<file path="config.mk">
export PLATFORM = sky130hd
export DESIGN_NAME = neuron_mac
export DESIGN_NICKNAME = d
export VERILOG_FILES = /design/src/rtl/nn_pkg.sv /design/src/rtl/fx_sat_shift.sv /design/src/rtl/neuron_mac.sv
export SDC_FILE = /design/constraint.sdc
export NUM_CORES = 1
export LEC_CHECK = 0
export BUFFER_PORTS_ARGS = -buffer_cell sky130_fd_sc_hd__buf_4
export CORE_UTILIZATION = 45
export DETAILED_ROUTE_END_ITERATION = 6
export MAX_ROUTING_LAYER = met4
export SYNTH_ARGS = -nofsm -noshare
export SYNTH_HDL_FRONTEND = slang
export SYNTH_SLANG_ARGS = --single-unit
</file>
<file path="constraint.sdc">
create_clock -name clk -period 9.8 [get_ports clk]
set_input_delay 0.49 -clock clk [delete_from_list [all_inputs] [get_ports clk]]
set_output_delay 0.49 -clock clk [all_outputs]
set_load 0.02 [all_outputs]
</file>
<file path="src/rtl/nn_pkg.sv">
// Types and helpers shared by the neuron datapath stages (MAC, activation, later layers).
package nn_pkg;

  localparam int unsigned NN_WORD_LENGTH = 16;
  localparam int unsigned NN_FRAC_BITS   = 8;

  typedef enum logic [1:0] {
    IDLE = 2'd0,
    ACC  = 2'd1,
    SAT  = 2'd2,
    FIRE = 2'd3
  } mac_state_e;

  // Clamp a sign-extended value into the signed range of a wl-bit word (wl <= 64).
  function automatic logic signed [63:0] q_sat(input logic signed [63:0] v,
                                               input int unsigned wl);
    logic signed [63:0] max_v;
    logic signed [63:0] min_v;
    max_v = (64'sd1 <<< (wl - 1)) - 64'sd1;
    min_v = -(64'sd1 <<< (wl - 1));
    if (v > max_v)      q_sat = max_v;
    else if (v < min_v) q_sat = min_v;
    else                q_sat = v;
  endfunction

endpackage

</file>
<file path="src/rtl/fx_sat_shift.sv">
// Fixed-point rescale: arithmetic right shift (floor) of a wide sum, then clamp to OUT_W.
module fx_sat_shift
  import nn_pkg::*;
#(
  parameter int unsigned IN_W  = 40,
  parameter int unsigned OUT_W = 16,
  parameter int unsigned SHIFT = 8
) (
  input  logic [IN_W-1:0]  in_val,
  output logic [OUT_W-1:0] out_val
);

  logic signed [IN_W-1:0] shifted;
  logic signed [63:0]     wide;
  logic signed [63:0]     clamped;

  always_comb begin
    shifted = $signed(in_val) >>> SHIFT;
    wide    = 64'(shifted);
    clamped = q_sat(wide, OUT_W);
    out_val = clamped[OUT_W-1:0];
  end

endmodule

</file>
<file path="src/rtl/neuron_mac.sv">
// Sequential multiply-accumulate for one neuron: bias + sum(data*weight), rescaled and saturated.
module neuron_mac
  import nn_pkg::*;
#(
  parameter int unsigned WORD_LENGTH = NN_WORD_LENGTH,
  parameter int unsigned FRAC_BITS   = NN_FRAC_BITS,
  parameter int unsigned NUM_INPUTS  = 4,
  parameter int unsigned ACC_WIDTH   = 40
) (
  input  logic                   clk,
  input  logic                   rst_n,
  input  logic                   start,
  input  logic [WORD_LENGTH-1:0] bias,
  input  logic                   in_valid,
  input  logic [WORD_LENGTH-1:0] in_data,
  input  logic [WORD_LENGTH-1:0] in_weight,
  output logic                   in_ready,
  output logic                   busy,
  output logic [WORD_LENGTH-1:0] out,
  output logic                   ready
);

  localparam int unsigned CNT_W = (NUM_INPUTS > 1) ? $clog2(NUM_INPUTS) : 1;
  localparam logic [CNT_W-1:0] LAST_CNT = CNT_W'(NUM_INPUTS - 1);

  mac_state_e             state_q, state_d;
  logic [ACC_WIDTH-1:0]   acc_q, acc_d;
  logic [CNT_W-1:0]       count_q, count_d;
  logic [WORD_LENGTH-1:0] out_q, out_d;
  logic                   ready_q, ready_d;

  logic signed [2*WORD_LENGTH-1:0] prod;
  logic signed [ACC_WIDTH-1:0]     bias_ext;
  logic [WORD_LENGTH-1:0]          sat_val;

  fx_sat_shift #(
    .IN_W  (ACC_WIDTH),
    .OUT_W (WORD_LENGTH),
    .SHIFT (FRAC_BITS)
  ) u_sat (
    .in_val  (acc_q),
    .out_val (sat_val)
  );

  always_comb begin
    prod     = $signed(in_data) * $signed(in_weight);
    bias_ext = ACC_WIDTH'($signed(bias)) <<< FRAC_BITS;
  end

  always_comb begin
    state_d = state_q;
    acc_d   = acc_q;
    count_d = count_q;
    out_d   = out_q;
    ready_d = (state_q == FIRE);
    unique case (state_q)
      IDLE: begin
        if (start) begin
          acc_d   = bias_ext;
          count_d = '0;
          state_d = ACC;
        end
      end
      ACC: begin
        if (in_valid) begin
          acc_d   = ACC_WIDTH'($signed(acc_q) + ACC_WIDTH'(prod));
          count_d = count_q + 1'b1;
          if (count_q == LAST_CNT) state_d = SAT;
        end
      end
      SAT: begin
        out_d   = sat_val;
        state_d = FIRE;
      end
      FIRE: state_d = IDLE;
      default: state_d = IDLE;
    endcase
  end

  always_ff @(posedge clk or negedge rst_n) begin
    if (!rst_n) begin
      state_q <= IDLE;
      acc_q   <= '0;
      count_q <= '0;
      out_q   <= '0;
      ready_q <= 1'b0;
    end else begin
      state_q <= state_d;
      acc_q   <= acc_d;
      count_q <= count_d;
      out_q   <= out_d;
      ready_q <= ready_d;
    end
  end

  assign in_ready = (state_q == ACC);
  assign busy     = (state_q != IDLE);
  assign out      = out_q;
  assign ready    = ready_q;

endmodule

</file>
==> impl_metrics.env <==
export IMPL_status="finished, final reports clean"
export IMPL_synthCells=1616
export IMPL_timing_rr_start="acc_q[15]"
export IMPL_avgSynthCellArea_um2=9.24
export IMPL_grt_pass1_vias=11700
export IMPL_critical_path_slowest_cell="fa_1"
export IMPL_dr_total_vias=10700
export IMPL_portBuffers=70
export IMPL_area_growth_pct=8.13
export IMPL_fin_skew_ns=0.00354
export IMPL_synth_cell_types=56
export IMPL_drive_gt1_share_pct=6.29
export IMPL_start_util_pct=45.8
export IMPL_cts_resized=0
export IMPL_setup_viol=0
export IMPL_rrSetupSlack_ns=4.28
export IMPL_fp_coreArea_mm2=0.0326
export IMPL_slew_headroom_pct=22.0
export IMPL_crit_arrival_ns=6.83
export IMPL_postCtsHoldBufs=0
export IMPL_max_stage_delay_ns=0.76
export IMPL_syn_cell_area_mm2=0.0149
export IMPL_routed_wl_mm=35.2
export IMPL_slew_viol_final=0
export IMPL_synth_largest_area_cell="fa_1"
export IMPL_min_path_type="in -> async"
export IMPL_path_cells="buf_4 -> nand2_1 -> inv_1 -> fa_1 -> fa_1 -> inv_1 -> fa_1 -> fa_1 -> inv_1 -> fa_1 -> inv_1 -> fa_1 -> inv_1 -> ha_1 -> a21oi_1 -> o21ai_0 -> a21o_2 -> or4b_4 -> nand3_1 -> o21ai_0 -> a31oi_1 -> xor2_1 -> o21ai_0"
export IMPL_clk_transition_reported_paths_ns=0.05
export IMPL_synth_top_area_share_pct=44.2
export IMPL_root_buffer="clkbuf_16"
export IMPL_yosys_top_cells_count="430 x inv_1, 330 x fa_1, 166 x nand2_1, 121 x ha_1, 115 x and2_1"
export IMPL_synthesis_nets=2119
export IMPL_max_freq_mhz=151
export IMPL_finalSetupTns_ns=0
export IMPL_cts_tree="done"
export IMPL_dr_first_iter_drc_count=463
export IMPL_fin_crit_ns=6.64
export IMPL_rr_worst_depth=18
export IMPL_finalHoldViolCount=0
export IMPL_ant_nets=0
export IMPL_track_usage_pct=23.2
export IMPL_cts_setup_buffers=0
export IMPL_worst_slew_pin_slew_ns=1.17
export IMPL_drcViolationCount=0
export IMPL_ys_seq_area_share_pct=10.2
export IMPL_firstDrtPassIters=5
export IMPL_hpwl_mm=30.0
export IMPL_rows=66
export IMPL_antenna_found_initial=1
export IMPL_worstSetupStartpointType="primary input"
export IMPL_grt_max_degree=62
export IMPL_die_y_um=184
export IMPL_grt_pass1_wl_mm=59.5
export IMPL_async_reset_ff_share_pct=100
export IMPL_io_pins=71
export IMPL_maxCapViolations=0
export IMPL_yosys_cell_count_top_type="inv_1"
export IMPL_fp_dieW_um=184
export IMPL_ys_top_cells_by_area="fa_1 44%, inv_1 11%, dfrtp_1 10%"
export IMPL_htreeDepth=3
export IMPL_ys_ff_latch=61
export IMPL_worst_path_most_repeated_cell="fa_1"
export IMPL_synth_top_flop_cell="dfrtp_1"
export IMPL_via_per_inst=5.08
export IMPL_r2r_end="acc_q[33]"
export IMPL_rsz0062_at_grt="false"
export IMPL_place_congestion=0.896
export IMPL_critPathMaxFanout=16
export IMPL_cts_sinks=61
export IMPL_worstSetupPathType="in -> reg"
export IMPL_insertion_delay_ns=0.33
export IMPL_wl_per_cell_um=16.8
export IMPL_synth_edf_count=0
export IMPL_die_area_mm2=0.0339
export IMPL_end_kind="register"
export IMPL_overflow=0
export IMPL_num_nets_final=2152
export IMPL_fin_crit_sh_pct=67.8
export IMPL_cts_made_buffers=9
export IMPL_num_fill_cells=3117
export IMPL_ctsLongestPathBuffers=2
export IMPL_ys_warn_count=0
export IMPL_cp_required_ns=9.98
critical path: cells and delay by family:
family                     cells  cell delay [ns]
AOI/OAI and AO/OA              6             0.93
xor gates and xnor gates       1             0.15
adders and majority gates      7             3.62
buffers and inverters          6             0.73
and+or+nand+nor                3             0.88
area by class of cell:
type / instances / area, um2 / area share (%)
diodes: 1 / 2.50 / 0.0155
clock buffers: 13 / 270 / 1.67
clock inverters: 3 / 42.5 / 0.263
inverters: 430 / 1610 / 9.99
multi-input cells: 1074 / 11600 / 71.8
flip-flops and latches: 61 / 1530 / 9.45
well taps: 442 / 553 / 3.42
repair buffers: 73 / 548 / 3.39
logic make-up after synthesis:
group | after synthesis | share of synthesized area (%)
simple gates | 378 | 12.1
mux | 4 | 0.268
fa+ha+maj | 451 | 54.4
xor+xnor | 40 | 2.35
compound gates | 201 | 8.41
flops | 61 | 10.2
buf+inv | 481 | 12.2
per-layer routing:
layer | wire length [um] | vias to the layer above | GRT usage (%)
met2 | 18500 | 199 | 40.8
met5 | 0 | - | -
met1 | 15200 | 5524 | 29.5
li1 | - | 4898 | -
met4 | 456 | 0 | 4.23
met3 | 1070 | 40 | 1.90
worst max path at each step:
stage,startpoint,endpoint,slack (ns),depth (start not counted)
2_1_floorplan,in_data[15],acc_q[38],3.34,24
3_3_place_gp,in_weight[1],acc_q[38],2.91,23
3_5_place_dp,in_weight[1],acc_q[38],2.81,23
4_1_cts,in_weight[1],acc_q[38],3.13,23
5_1_grt,in_weight[1],acc_q[38],2.81,23
6_report,in_weight[1],acc_q[38],3.16,23
state kept, by name, indices dropped and copies added (netlist names):
name     count
count_q      2
out         16
ready        1
acc_q       40
state_q      2
placed cells by master (no fill, tap or decap), types with 3 or more instances in the layout:
master     instances
xor2_1            16
clkbuf_16          9
a21o_2             3
o21ai_0           54
ha_1             121
a21oi_1           59
mux2i_1            4
a21boi_0           3
and2_1           115
fa_1             330
inv_1            430
a21o_1            12
dfrtp_1           61
a211o_1            3
a31oi_1            7
buf_4             73
o21bai_1           7
clkbuf_8           3
o31ai_1            3
a22o_1             7
nand2b_1           4
o22ai_1           17
nand4_1            8
nor3_1            11
nand2_1          166
nor4_1             6
nor2_1            51
o21a_1             6
xnor2_1           24
nand3_1            7
through the flow:
stage               instances  hold slack [ns]  util (%)  setup WS (ns)  cell area, um2
detailed placement       2080            0.492      48.5           2.81           15800
CTS                      2096            0.280      49.5           3.13           16100
floorplan                1616            0.194         -           3.34           14900
finish                   2097            0.231      49.5           3.16           16100
global route             2097            0.298      49.5           2.81           16100
global placement         2080            0.484      48.5           2.91           15800
Power is not shown: default switching activity piles up to over one toggle a cycle in this logic, so the estimate is an artifact.
